[src/rtl/psdifir_pkg.sv]
// Package: psdifir_pkg
// Shared definitions for the FIR MAC sequencer: default parameter values,
// channel index constants and the sequencer state enumeration.
package psdifir_pkg;

  localparam int NTAPS_DEF     = 16384;
  localparam int ADDR_W_DEF    = 14;
  localparam int DW_DEF        = 18;
  localparam int ACC_W_DEF     = 48;
  localparam int PIPE_LAT_DEF  = 3;
  localparam int OUT_SHIFT_DEF = 17;

  // Channel index; forms the MSB of the sample RAM address.
  localparam logic CH_LEFT  = 1'b0;
  localparam logic CH_RIGHT = 1'b1;

  typedef enum logic [2:0] {
    IDLE,
    WR_L,
    WR_R,
    RUN,
    DRAIN,
    LATCH,
    DONE
  } state_t;

endpackage

[src/rtl/psdifir_mac_sequencer_if.sv]
// Interface: psdifir_mac_sequencer_if
// Bus between the MAC sequencer and the shared sample RAM / coefficient ROM /
// MAC datapath.
//   smp_we     sample RAM write enable
//   smp_addr   sample RAM address {ch, ptr}
//   smp_wdata  sample RAM write data
//   coef_addr  coefficient ROM address (tap index)
//   mac_clear  zero accumulator together with the first mac_en of a channel
//   mac_en     accumulate product for the address issued this cycle
//   acc_in     accumulator value returned by the MAC
// Modports: master = sequencer side, slave = RAM/ROM/MAC side.
interface psdifir_mac_sequencer_if
  import psdifir_pkg::*;
#(
  parameter int ADDR_W = ADDR_W_DEF,
  parameter int DW     = DW_DEF,
  parameter int ACC_W  = ACC_W_DEF
) ();

  logic                    smp_we;
  logic [ADDR_W:0]         smp_addr;
  logic signed [DW-1:0]    smp_wdata;
  logic [ADDR_W-1:0]       coef_addr;
  logic                    mac_clear;
  logic                    mac_en;
  logic signed [ACC_W-1:0] acc_in;

  modport master (
    output smp_we, smp_addr, smp_wdata, coef_addr, mac_clear, mac_en,
    input  acc_in
  );

  modport slave (
    input  smp_we, smp_addr, smp_wdata, coef_addr, mac_clear, mac_en,
    output acc_in
  );

endinterface

[src/rtl/psdifir_round_sat.sv]
// Module: psdifir_round_sat
// Combinational round-half-up and saturate from the MAC accumulator width to
// the output sample width: y = sat((acc + 2^(OUT_SHIFT-1)) >>> OUT_SHIFT).
// Ports:
//   acc  in  ACC_W  signed accumulator value
//   y    out DW     signed rounded/saturated result
module psdifir_round_sat
  import psdifir_pkg::*;
#(
  parameter int ACC_W     = ACC_W_DEF,
  parameter int DW        = DW_DEF,
  parameter int OUT_SHIFT = OUT_SHIFT_DEF
) (
  input  logic signed [ACC_W-1:0] acc,
  output logic signed [DW-1:0]    y
);

  localparam logic signed [ACC_W:0] HALF = (ACC_W+1)'(1) << (OUT_SHIFT - 1);

  logic signed [ACC_W:0]  sum;
  logic signed [ACC_W:0]  shifted;
  logic [ACC_W-DW+1:0]    top;

  always_comb begin
    // One extra bit so adding the rounding constant can never wrap.
    sum     = $signed({acc[ACC_W-1], acc}) + HALF;
    shifted = sum >>> OUT_SHIFT;
    // The result fits when every bit from the output sign bit upward agrees.
    top     = shifted[ACC_W:DW-1];
    y       = shifted[DW-1:0];
    if (!(&top || ~|top)) begin
      if (shifted[ACC_W]) y = {1'b1, {(DW-1){1'b0}}};
      else                y = {1'b0, {(DW-1){1'b1}}};
    end
  end

endmodule

[src/rtl/psdifir_mac_sequencer.sv]
// Module: psdifir_mac_sequencer
// Sequences the shared FIR MAC datapath: writes each stereo sample pair into
// the circular sample RAM, runs the single MAC over the left then the right
// channel (NTAPS taps each), rounds/saturates the accumulator and pulses
// dataout_ready.
// Ports:
//   clock, reset_n          clock and synchronous active-low reset
//   datain_ready            one-cycle pulse, left_in/right_in valid
//   left_in, right_in       input samples
//   bus (master)            sample RAM / coefficient ROM / MAC bus
//   left_out, right_out     filtered outputs, held until next update
//   dataout_ready           one-cycle pulse, outputs updated
//   busy                    high whenever not IDLE
//   overrun                 sticky, input arrived while busy
// Configuration macro: PSDIFIR_SEQ_MONO_EN -- left channel only; the right
//   write and right MAC pass are skipped and right_out stays 0.
module psdifir_mac_sequencer
  import psdifir_pkg::*;
#(
  parameter int NTAPS     = NTAPS_DEF,
  parameter int ADDR_W    = ADDR_W_DEF,
  parameter int DW        = DW_DEF,
  parameter int ACC_W     = ACC_W_DEF,
  parameter int PIPE_LAT  = PIPE_LAT_DEF,
  parameter int OUT_SHIFT = OUT_SHIFT_DEF
) (
  input  logic                 clock,
  input  logic                 reset_n,
  input  logic                 datain_ready,
  input  logic signed [DW-1:0] left_in,
  input  logic signed [DW-1:0] right_in,
  psdifir_mac_sequencer_if.master bus,
  output logic signed [DW-1:0] left_out,
  output logic signed [DW-1:0] right_out,
  output logic                 dataout_ready,
  output logic                 busy,
  output logic                 overrun
);

  localparam int CNT_W = (PIPE_LAT > 1) ? $clog2(PIPE_LAT) : 1;

  state_t               state_reg, state_next;
  logic [ADDR_W-1:0]    wptr_reg;
  logic [ADDR_W-1:0]    k_reg;
  logic                 ch_reg;
  logic [CNT_W-1:0]     drain_reg;
  logic signed [DW-1:0] left_cap_reg;
`ifndef PSDIFIR_SEQ_MONO_EN
  logic signed [DW-1:0] right_cap_reg;
`endif
  logic signed [DW-1:0] left_out_reg;
  logic signed [DW-1:0] right_out_reg;
  logic                 overrun_reg;

  logic                 last_tap;
  logic                 drain_done;
  logic signed [DW-1:0] rs_y;

  assign last_tap   = (k_reg == ADDR_W'(NTAPS - 1));
  assign drain_done = (drain_reg == CNT_W'(PIPE_LAT - 1));

  // Single rounding stage shared by both channels; LATCH steers it by ch.
  psdifir_round_sat #(
    .ACC_W     (ACC_W),
    .DW        (DW),
    .OUT_SHIFT (OUT_SHIFT)
  ) u_round_sat (
    .acc (bus.acc_in),
    .y   (rs_y)
  );

  always_comb begin
    state_next    = state_reg;
    bus.smp_we    = 1'b0;
    bus.smp_addr  = '0;
    bus.smp_wdata = '0;
    bus.coef_addr = '0;
    bus.mac_en    = 1'b0;
    bus.mac_clear = 1'b0;
    dataout_ready = 1'b0;
    busy          = (state_reg != IDLE);

    case (state_reg)
      IDLE: begin
        if (datain_ready) state_next = WR_L;
      end
      WR_L: begin
        bus.smp_we    = 1'b1;
        bus.smp_addr  = {CH_LEFT, wptr_reg};
        bus.smp_wdata = left_cap_reg;
`ifdef PSDIFIR_SEQ_MONO_EN
        state_next    = RUN;
`else
        state_next    = WR_R;
`endif
      end
      WR_R: begin
`ifndef PSDIFIR_SEQ_MONO_EN
        bus.smp_we    = 1'b1;
        bus.smp_addr  = {CH_RIGHT, wptr_reg};
        bus.smp_wdata = right_cap_reg;
`endif
        state_next    = RUN;
      end
      RUN: begin
        // Newest sample pairs with tap 0; the subtraction wraps around the
        // circular buffer by construction.
        bus.smp_addr  = {ch_reg, wptr_reg - k_reg};
        bus.coef_addr = k_reg;
        bus.mac_en    = 1'b1;
        bus.mac_clear = (k_reg == '0);
        if (last_tap) state_next = DRAIN;
      end
      DRAIN: begin
        if (drain_done) state_next = LATCH;
      end
      LATCH: begin
`ifdef PSDIFIR_SEQ_MONO_EN
        state_next = DONE;
`else
        state_next = (ch_reg == CH_LEFT) ? RUN : DONE;
`endif
      end
      DONE: begin
        dataout_ready = 1'b1;
        state_next    = IDLE;
      end
      default: state_next = IDLE;
    endcase
  end

  always_ff @(posedge clock) begin
    if (!reset_n) begin
      state_reg     <= IDLE;
      wptr_reg      <= '0;
      k_reg         <= '0;
      ch_reg        <= CH_LEFT;
      drain_reg     <= '0;
      left_cap_reg  <= '0;
`ifndef PSDIFIR_SEQ_MONO_EN
      right_cap_reg <= '0;
`endif
      left_out_reg  <= '0;
      right_out_reg <= '0;
      overrun_reg   <= 1'b0;
    end else begin
      state_reg <= state_next;
      if (datain_ready && (state_reg != IDLE)) overrun_reg <= 1'b1;

      case (state_reg)
        IDLE: begin
          if (datain_ready) begin
            left_cap_reg  <= left_in;
`ifndef PSDIFIR_SEQ_MONO_EN
            right_cap_reg <= right_in;
`endif
            wptr_reg      <= wptr_reg + ADDR_W'(1);
            ch_reg        <= CH_LEFT;
          end
        end
        RUN: begin
          // NTAPS is the full address range, so k returns to 0 by itself.
          k_reg     <= k_reg + ADDR_W'(1);
          drain_reg <= '0;
        end
        DRAIN: begin
          drain_reg <= drain_reg + CNT_W'(1);
        end
        LATCH: begin
          if (ch_reg == CH_LEFT) left_out_reg  <= rs_y;
          else                   right_out_reg <= rs_y;
`ifndef PSDIFIR_SEQ_MONO_EN
          ch_reg <= ~ch_reg;
`endif
        end
        default: ;
      endcase
    end
  end

  assign left_out  = left_out_reg;
  assign right_out = right_out_reg;
  assign overrun   = overrun_reg;

endmodule

[src/flat_wrapper.sv]
// flat-port wrapper written by rule: the top's interface ports become plain ports
module psdifir_mac_sequencer_flat import psdifir_pkg::*;
#(
  parameter int NTAPS     = NTAPS_DEF,
  parameter int ADDR_W    = ADDR_W_DEF,
  parameter int DW        = DW_DEF,
  parameter int ACC_W     = ACC_W_DEF,
  parameter int PIPE_LAT  = PIPE_LAT_DEF,
  parameter int OUT_SHIFT = OUT_SHIFT_DEF
)
  (clock, reset_n, datain_ready, left_in, right_in, left_out, right_out, dataout_ready, busy, overrun, bus_smp_we, bus_smp_addr, bus_smp_wdata, bus_coef_addr, bus_mac_clear, bus_mac_en, bus_acc_in);
  psdifir_mac_sequencer_if #(.ADDR_W(ADDR_W), .DW(DW), .ACC_W(ACC_W)) bus_i ();
  input  logic clock;
  input  logic reset_n;
  input  logic datain_ready;
  input  logic signed [DW-1:0] left_in;
  input  logic signed [DW-1:0] right_in;
  output logic signed [DW-1:0] left_out;
  output logic signed [DW-1:0] right_out;
  output logic dataout_ready;
  output logic busy;
  output logic overrun;
  output wire logic [$bits(bus_i.smp_we)-1:0] bus_smp_we;
  output wire logic [$bits(bus_i.smp_addr)-1:0] bus_smp_addr;
  output wire logic [$bits(bus_i.smp_wdata)-1:0] bus_smp_wdata;
  output wire logic [$bits(bus_i.coef_addr)-1:0] bus_coef_addr;
  output wire logic [$bits(bus_i.mac_clear)-1:0] bus_mac_clear;
  output wire logic [$bits(bus_i.mac_en)-1:0] bus_mac_en;
  input wire logic [$bits(bus_i.acc_in)-1:0] bus_acc_in;
  assign bus_smp_we = bus_i.smp_we;
  assign bus_smp_addr = bus_i.smp_addr;
  assign bus_smp_wdata = bus_i.smp_wdata;
  assign bus_coef_addr = bus_i.coef_addr;
  assign bus_mac_clear = bus_i.mac_clear;
  assign bus_mac_en = bus_i.mac_en;
  assign bus_i.acc_in = bus_acc_in;
  psdifir_mac_sequencer #(.NTAPS(NTAPS), .ADDR_W(ADDR_W), .DW(DW), .ACC_W(ACC_W), .PIPE_LAT(PIPE_LAT), .OUT_SHIFT(OUT_SHIFT)) u_core (.clock(clock), .reset_n(reset_n), .datain_ready(datain_ready), .left_in(left_in), .right_in(right_in), .bus(bus_i), .left_out(left_out), .right_out(right_out), .dataout_ready(dataout_ready), .busy(busy), .overrun(overrun));
endmodule
[config.mk]
export PLATFORM = sky130hd
export DESIGN_NAME = psdifir_mac_sequencer_flat
export DESIGN_NICKNAME = d
export VERILOG_FILES = /design/src/rtl/psdifir_pkg.sv /design/src/rtl/psdifir_mac_sequencer_if.sv /design/src/rtl/psdifir_round_sat.sv /design/src/rtl/psdifir_mac_sequencer.sv /design/src/flat_wrapper.sv
export SDC_FILE = /design/constraint.sdc
export NUM_CORES = 1
export LEC_CHECK = 0
export BUFFER_PORTS_ARGS = -buffer_cell sky130_fd_sc_hd__buf_2
export CAP_MARGIN = 20
export CELL_PAD_IN_SITES_DETAIL_PLACEMENT = 1
export CELL_PAD_IN_SITES_GLOBAL_PLACEMENT = 1
export CORE_MARGIN = 3
export CORE_UTILIZATION = 38
export CTS_BUF_LIST = sky130_fd_sc_hd__clkbuf_16
export CTS_CLUSTER_SIZE = 10
export DETAILED_ROUTE_END_ITERATION = 7
export GPL_ROUTABILITY_DRIVEN = 0
export GPL_TIMING_DRIVEN = 0
export PLACE_DENSITY = 0.81
export SYNTH_ARGS = -nofsm -noshare
export SYNTH_HDL_FRONTEND = slang
export SYNTH_SLANG_ARGS = --single-unit
[constraint.sdc]
create_clock -name clock -period 4.05 [get_ports clock]
set_input_delay 0.6075 -clock clock [delete_from_list [all_inputs] [get_ports clock]]
set_output_delay 0.6075 -clock clock [all_outputs]
set_load 0.005 [all_outputs]
### Word-level counts from Yosys, hierarchy flattened

Index checks and enable logic that the tools add are counted.

| storage, ports and cells | value |
|---|---|
| register bits | 107 |
| input bits | 87 |
| output and inout bits | 89 |
| logic and storage cells | 60 |

| operators by class | value |
|---|---|
| add/subtract/negate cells | 5 |
| equality and inequality tests | 11 |
| muxes and demuxes | 17 |
| bitwise operators | 1 |
| reduce and logical (&&, ||, !) cells | 16 |

Operators by type and width:

| kind | count |
|---|---|
| 48-bit by 18-bit adder with 49-bit output, second input constant | 1 |
| 15-bit one-hot mux with 3 select lines | 1 |
| 18-bit two-way mux | 2 |
| 18-bit one-hot mux with 2 select lines | 1 |
| 14-bit by 1-bit adder with 14-bit output, second input constant | 2 |
| 3-bit one-hot mux with 6 select lines | 1 |
| 15-bit AND reduction | 1 |
| 15-bit OR reduction | 1 |
| 14-bit equality test, second input constant | 1 |
| 14-bit logical NOT | 1 |
| 14-bit two-way mux | 1 |
| 14-bit subtractor | 1 |
| 3-bit two-way mux | 4 |
| 3-bit equality test, second input constant | 3 |
| 2-bit AND reduction | 4 |
| 3-bit by 2-bit equality test with 1-bit output, second input constant | 2 |
| 1-bit two-way mux | 5 |
| 2-bit by 1-bit inequality test with 1-bit output, second input constant | 2 |
| 2-bit one-hot mux with 2 select lines | 1 |
| 2-bit nonzero test | 2 |
| 3-bit by 1-bit equality test with 1-bit output, second input constant | 1 |
| 3-bit logical NOT | 1 |
| 3-bit AND reduction | 1 |
| 3-bit nonzero test | 1 |
| other kinds (9) | 9 |

### Longest topological paths before layout

| logic depth | value |
|---|---|
| word-level depth | 5 |
| gate-level depth with buffers | 12 |
| mapped depth without buffers | 12 |

### By module

A second synthesis with hierarchy kept.

| second synthesis, totals | value |
|---|---|
| cells, all modules | 857 |
| area total of the unflattened synthesis | 6,717.7 um^2 |

By module, submodules not included:

| module | times used | cells an instance | area an instance (um^2) | sequential area each (um^2) |
|---|---|---|---|---|
| psdifir_mac_sequencer | 1 | 677 | 5,417.7 | 2,142.1 |
| psdifir_round_sat | 1 | 180 | 1,300.0 | 0.0 |

### Least setup slack after synthesis

OpenSTA, ideal clock, no wires.

| timing | value |
|---|---|
| path type | input -> register |
| start point | input port bus_acc_in[16] |
| end point | register u_core.left_out_reg[14], in the netlist u_core.left_out[14] |
| setup time | 0.122 ns |
| arrival time | 2.939 ns |
| required time | 3.928 ns |
| slack | 0.989 ns |
| stages on the path | 10 |
| path buffers | 1 |
| cell sequence | ha_1 -> nand3_1 -> or4_4 -> nor3_1 -> mux2_2 -> o21ai_1 -> nand4_4 -> nor4b_4 -> buf_6 -> a221o_1 |

| on the way | value |
|---|---|
| cells in the longest elaborated chain, start to end | 5 |
| elaborated cells on any way between the ends | 7 |
| classes of those cells | 1 x add/sub; 2 x mux; 4 x reduce/logical |

RTL lines:

| item | line | text |
|---|---|---|
| start, declared | flat_wrapper.sv:29 | `input wire logic [$bits(bus_i.acc_in)-1:0] bus_acc_in;` |
| 48-bit by 18-bit adder with 49-bit output (*) | psdifir_round_sat.sv:26 | `sum = $signed({acc[ACC_W-1], acc}) + HALF;` |
| 15-bit OR reduction | psdifir_round_sat.sv:31 | `if (!(&top \|\| ~\|top)) begin` |
| 1-bit logical NOT | psdifir_round_sat.sv:31 |  |
| 1-bit logical OR | psdifir_round_sat.sv:31 |  |
| 18-bit two-way mux (*) | psdifir_round_sat.sv:31 |  |
| end signal, assigned | psdifir_mac_sequencer.sv:170 | `if (ch_reg == CH_LEFT) left_out_reg <= rs_y;` |
| end, declared | psdifir_mac_sequencer.sv:51 | `logic signed [DW-1:0] left_out_reg;` |

Every way passes the cells marked *; elsewhere a longest branch is shown, timed or not.
A chain may end at the register's enable or synchronous reset.

### Worst setup path in the final report

| timing | value |
|---|---|
| start point | register u_core.k_reg[1] |
| end point | output port bus_smp_addr[13] |

| on the way | value |
|---|---|
| cells in the longest elaborated chain, start to end | 2 |

RTL lines:

| item | line | text |
|---|---|---|
| start, declared | psdifir_mac_sequencer.sv:44 | `logic [ADDR_W-1:0] k_reg;` |
| start signal, assigned | psdifir_mac_sequencer.sv:163 | `k_reg <= k_reg + ADDR_W'(1);` |
| 14-bit subtractor | psdifir_mac_sequencer.sv:108 | `bus.smp_addr = {ch_reg, wptr_reg - k_reg};` |
| 15-bit one-hot mux with 3 select lines | psdifir_mac_sequencer.sv:83 | `case (state_reg)` |
| end, declared | flat_wrapper.sv:24 | `output wire logic [$bits(bus_i.smp_addr)-1:0] bus_smp_addr;` |

Every way passes these cells.

==> impl_metrics.prom <==
# TYPE chip_impl_metric gauge
chip_impl_info{name="outcome",value="completed"} 1
chip_impl_metric{name="synth.distinct_cells",unit=""} 63
chip_impl_metric{name="comb_power_share",unit="%"} 16.9
chip_impl_metric{name="number_of_enable_flip_flop_cells_after_synthesis",unit=""} 0
chip_impl_metric{name="io_pins",unit=""} 176
chip_impl_metric{name="avgSynthCellArea",unit="um2"} 8.04
chip_impl_info{name="critical_path.cell_chain",value="inv_1 -> ha_1 -> nor2b_1 -> o31ai_4 -> a22oi_2 -> a211o_1 -> a2111oi_0 -> nor3b_1 -> o221a_2 -> nor2_1 -> buf_2"} 1
chip_impl_info{name="slowest_library_cell_on_the_worst_path",value="sky130_fd_sc_hd__a2111oi_0"} 1
chip_impl_metric{name="seqCellArea",unit="um2"} 2140
chip_impl_info{name="worstHoldPathType",value="reg2reg"} 1
chip_impl_metric{name="dieHeight",unit="um"} 132
chip_impl_metric{name="place_worst_setup_slack",unit="ns"} 0.339
chip_impl_metric{name="timing.slew.headroom",unit="%"} 48.2
chip_impl_metric{name="fin_nets",unit=""} 1023
chip_impl_info{name="clock-root-buffer",value="sky130_fd_sc_hd__clkbuf_16"} 1
chip_impl_metric{name="final.setup.worst_slack",unit="ns"} 0.214
chip_impl_metric{name="worst_clock_skew",unit="ns"} 0.00895
chip_impl_metric{name="first_pass_grt_wire_length",unit="um"} 31600
chip_impl_metric{name="deepest_clock_path_buffer_count",unit=""} 2
chip_impl_metric{name="power_density",unit="nW/um2"} 325
chip_impl_metric{name="timing.critical_path.fanout_max",unit=""} 5
chip_impl_metric{name="clock_power_share",unit="%"} 36.1
chip_impl_info{name="timing.setup.critical_path_class",value="reg2out"} 1
chip_impl_metric{name="drt-vias-per-instance",unit=""} 5.43
chip_impl_metric{name="placed_cells_incl_taps",unit=""} 1116
chip_impl_info{name="hold_start",value="u_core.left_cap_reg[16]"} 1
chip_impl_metric{name="irDropWorstVdd",unit="mV"} 0.209
chip_impl_metric{name="tightestPinTransition",unit="ns"} 0.774
chip_impl_metric{name="gr-total-overflow",unit=""} 0
chip_impl_info{name="r2r_end",value="u_core.right_out[7]"} 1
chip_impl_metric{name="antenna_left",unit=""} 0
chip_impl_metric{name="final_core_util",unit="%"} 48.1
chip_impl_metric{name="fmax",unit="GHz"} 0.261
chip_impl_info{name="synthFlopType",value="sky130_fd_sc_hd__dfxtp_1"} 1
chip_impl_metric{name="min_path_cells",unit=""} 2
chip_impl_info{name="tritoncts_clock_tree",value="built"} 1
chip_impl_metric{name="post-route-cell-area",unit="um2"} 7370
chip_impl_metric{name="syn2layout_area_growth",unit="%"} 22.7
chip_impl_metric{name="core_area",unit="um2"} 15300
chip_impl_metric{name="syn_inst",unit=""} 747
chip_impl_metric{name="timing.reg2reg.worst_path_depth",unit=""} 6
chip_impl_metric{name="starting_density_of_the_core",unit="%"} 39.2
chip_impl_metric{name="cts_htree_levels",unit=""} 3
chip_impl_metric{name="drcViolationCount",unit=""} 0
chip_impl_metric{name="critPathArrivalTime",unit="ns"} 3.23
chip_impl_metric{name="max_cap_viol_count",unit=""} 0
chip_impl_metric{name="fillerInstances",unit=""} 1938
chip_impl_metric{name="first_iter_violations",unit=""} 328
chip_impl_metric{name="synthesis.nets",unit=""} 853
chip_impl_metric{name="clock_insertion_delay_worst_skew",unit="ns"} 0.36
chip_impl_metric{name="worst_path_largest_cell_delay",unit="ns"} 0.37
chip_impl_metric{name="timing.setup.tns",unit="ns"} 0
chip_impl_metric{name="layout_min_cycle_time",unit="ns"} 3.84
chip_impl_metric{name="cts-buffers-inserted",unit=""} 9
chip_impl_metric{name="clock_transition_at_the_registers_of_the_reported_paths",unit="ns"} 0.08
chip_impl_metric{name="ys_seq_area_share",unit="%"} 35.7
chip_impl_metric{name="power_switching_share",unit="%"} 30.4
chip_impl_metric{name="fin_worst_hold_slack",unit="ns"} 0.456
chip_impl_metric{name="drt_wl_total",unit="um"} 19700
chip_impl_metric{name="fp.dieArea",unit="um2"} 17300
chip_impl_metric{name="finalSetupViolCount",unit=""} 0
chip_impl_metric{name="place.detailed.hpwl",unit="um"} 15400
chip_impl_metric{name="total_switching_power",unit="mW"} 0.727
chip_impl_metric{name="slew_viol_final",unit=""} 0
chip_impl_metric{name="layout_cells_sized_above_1",unit="%"} 22.1
chip_impl_metric{name="post-layout-total-power",unit="mW"} 2.39
chip_impl_metric{name="final.period_utilization",unit="%"} 94.7
chip_impl_metric{name="multi_input_area",unit="um2"} 3610
chip_impl_metric{name="placement.cell_area",unit="um2"} 7060
chip_impl_metric{name="stdcell_count",unit=""} 1132
chip_impl_metric{name="antenna-diode-count",unit=""} 0
chip_impl_metric{name="p_leak",unit="nW"} 3.16
chip_impl_metric{name="critPathRequiredTime",unit="ns"} 3.44
chip_impl_info{name="whs_endpoint",value="u_core.left_cap_reg[16]"} 1
chip_impl_metric{name="rows",unit=""} 45
chip_impl_info{name="setup.worst_path.start_class",value="register"} 1
chip_impl_info{name="grt_setup_unrepaired",value="false"} 1
chip_impl_metric{name="synth_async_sr_flop_share",unit="%"} 0
chip_impl_metric{name="synth_area",unit="um2"} 6000
chip_impl_metric{name="die_w",unit="um"} 132
chip_impl_metric{name="wire_per_inst",unit="um"} 17.4
chip_impl_metric{name="ys_seq_elements",unit=""} 107
chip_impl_info{name="crit-reg2reg-launch",value="u_core.state_reg[0]"} 1
chip_impl_metric{name="first_global_vias",unit=""} 6204
chip_impl_metric{name="timing.reg2reg.setup_slack",unit="ns"} 1.57
chip_impl_metric{name="final_hold_viol_count",unit=""} 0
chip_impl_metric{name="io_buffers",unit=""} 157
chip_impl_metric{name="grt_start_max_net_pins",unit=""} 20
chip_impl_metric{name="antenna_found_initial",unit=""} 1
chip_impl_metric{name="seq_power_share",unit="%"} 47.0
chip_impl_info{name="critical_path.endpoint_type",value="output port"} 1
chip_impl_metric{name="tritoncts_num_sinks",unit=""} 107
chip_impl_metric{name="route.vias.total",unit=""} 6151
chip_impl_metric{name="gr-usage-all-layers",unit="%"} 22.0
chip_impl_metric{name="firstDrtPassIters",unit=""} 5
chip_impl_metric{name="ys_warn_count",unit=""} 0
chip_impl_metric{name="power_report.internal_total",unit="mW"} 1.67
placed cells by master, fill, tap and decap left out, types with 3 or more instances in the layout:
| cell type | count |
|---|---|
| sky130_fd_sc_hd__a211o_1 | 6 |
| sky130_fd_sc_hd__a21o_1 | 3 |
| sky130_fd_sc_hd__a21oi_1 | 58 |
| sky130_fd_sc_hd__a221o_1 | 22 |
| sky130_fd_sc_hd__a221o_2 | 8 |
| sky130_fd_sc_hd__a22o_1 | 19 |
| sky130_fd_sc_hd__a31oi_1 | 4 |
| sky130_fd_sc_hd__and2_1 | 10 |
| sky130_fd_sc_hd__and3_1 | 15 |
| sky130_fd_sc_hd__and4_1 | 6 |
| sky130_fd_sc_hd__buf_1 | 5 |
| sky130_fd_sc_hd__buf_2 | 158 |
| sky130_fd_sc_hd__buf_6 | 4 |
| sky130_fd_sc_hd__clkbuf_1 | 27 |
| sky130_fd_sc_hd__clkbuf_16 | 9 |
| sky130_fd_sc_hd__dfxtp_1 | 107 |
| sky130_fd_sc_hd__ha_1 | 18 |
| sky130_fd_sc_hd__inv_1 | 27 |
| sky130_fd_sc_hd__inv_6 | 4 |
| sky130_fd_sc_hd__mux2i_1 | 4 |
| sky130_fd_sc_hd__nand2_1 | 129 |
| sky130_fd_sc_hd__nand2b_1 | 3 |
| sky130_fd_sc_hd__nand3_1 | 29 |
| sky130_fd_sc_hd__nand4_1 | 12 |
| sky130_fd_sc_hd__nor2_1 | 73 |
| sky130_fd_sc_hd__nor2b_1 | 4 |
| sky130_fd_sc_hd__nor3_1 | 19 |
| sky130_fd_sc_hd__nor4_1 | 11 |
| sky130_fd_sc_hd__o21ai_0 | 22 |
| sky130_fd_sc_hd__or3_1 | 4 |
| sky130_fd_sc_hd__xnor2_1 | 31 |
| sky130_fd_sc_hd__xor2_1 | 21 |
power groups by stage:
| stage | Sequential, mW | Clock (mW) | Combinational [mW] |
|---|---|---|---|
| final | 1.13 | 0.864 | 0.404 |
| after global routing | 1.13 | 0.920 | 0.452 |
| after CTS | 1.13 | 0.882 | 0.403 |
| after detailed placement | 1.15 | 0 | 0.400 |
| after global placement | 1.15 | 0 | 0.389 |
| after floorplan | 1.14 | 0 | 0.239 |
synthesized netlist by cell type, types with 19 or more instances:
cell                       instances  area share [%]
sky130_fd_sc_hd__xor2_1           21             3.1
sky130_fd_sc_hd__nor3_1           19             1.6
sky130_fd_sc_hd__a21oi_1          58             4.8
sky130_fd_sc_hd__inv_1            27             1.7
sky130_fd_sc_hd__xnor2_1          31             4.5
sky130_fd_sc_hd__nand3_1          29             2.4
sky130_fd_sc_hd__clkbuf_1         27             1.7
sky130_fd_sc_hd__nand2_1         129             8.1
sky130_fd_sc_hd__o21ai_0          22             1.8
sky130_fd_sc_hd__dfxtp_1         107              36
sky130_fd_sc_hd__nor2_1           73             4.6
sky130_fd_sc_hd__a221o_1          22             3.7
sky130_fd_sc_hd__a22o_1           19             2.8
final cells by class:
| cell class | count | share of cell area, % |
|---|---|---|
| plain buffers | 37 | 2.31 |
| multi-input cells | 575 | 49.0 |
| flip-flops and latches | 107 | 29.1 |
| well taps | 211 | 3.58 |
| clock inverters | 6 | 0.747 |
| repair buffers | 159 | 10.8 |
| clock buffers | 9 | 3.06 |
| inverters | 28 | 1.43 |
routing by layer:
metal,vias up,track usage [%],wire length (um)
met5,-,0,7
met4,2,4.55,208
met3,21,5.59,1110
met2,144,37.9,9460
met1,2973,28.0,8920
li1,3011,-,-
worst max-delay path, delay by kind of cell, from the launching register on:
family	cells	cell delay (ns)
fa+ha+maj	1	0.31
compound gates	5	1.46
flops	1	0.36
buf+inv	2	0.28
simple gates	3	0.45
worst max path at each step:
| stage | cells past startpoint | slack (ns) | start | end |
|---|---|---|---|---|
| 2_1_floorplan | 10 | 0.99 | bus_acc_in[16] | u_core.left_out[14] |
| 3_3_place_gp | 11 | 0.42 | bus_acc_in[16] | u_core.right_out[8] |
| 3_5_place_dp | 10 | 0.34 | bus_acc_in[23] | u_core.right_out[7] |
| 4_1_cts | 11 | 0.14 | u_core.k_reg[1] | bus_smp_addr[13] |
| 5_1_grt | 11 | 0.09 | u_core.k_reg[1] | bus_smp_addr[13] |
| 6_report | 11 | 0.21 | u_core.k_reg[1] | bus_smp_addr[13] |
what timing repair did:
item | CTS | global route
gates cloned | 0 | 0
pin swaps | 0 | 1
resized for setup | 1 | 2
setup buffers | 0 | 0
endpoints found under the setup margin | 1 | 1
hold buffers | 0 | 0
cells by family (layout without fill, tap and decap cells):
group,count (synthesis),after routing,share of synthesized area (%)
simple gates,329,329,26.7
compound gates,170,170,20.5
flops,107,107,35.7
buf+inv,65,239,4.58
xor+xnor,52,52,7.58
fa+ha+maj,19,19,4.08
mux,5,5,0.854
(Power assumes the default switching activity.)
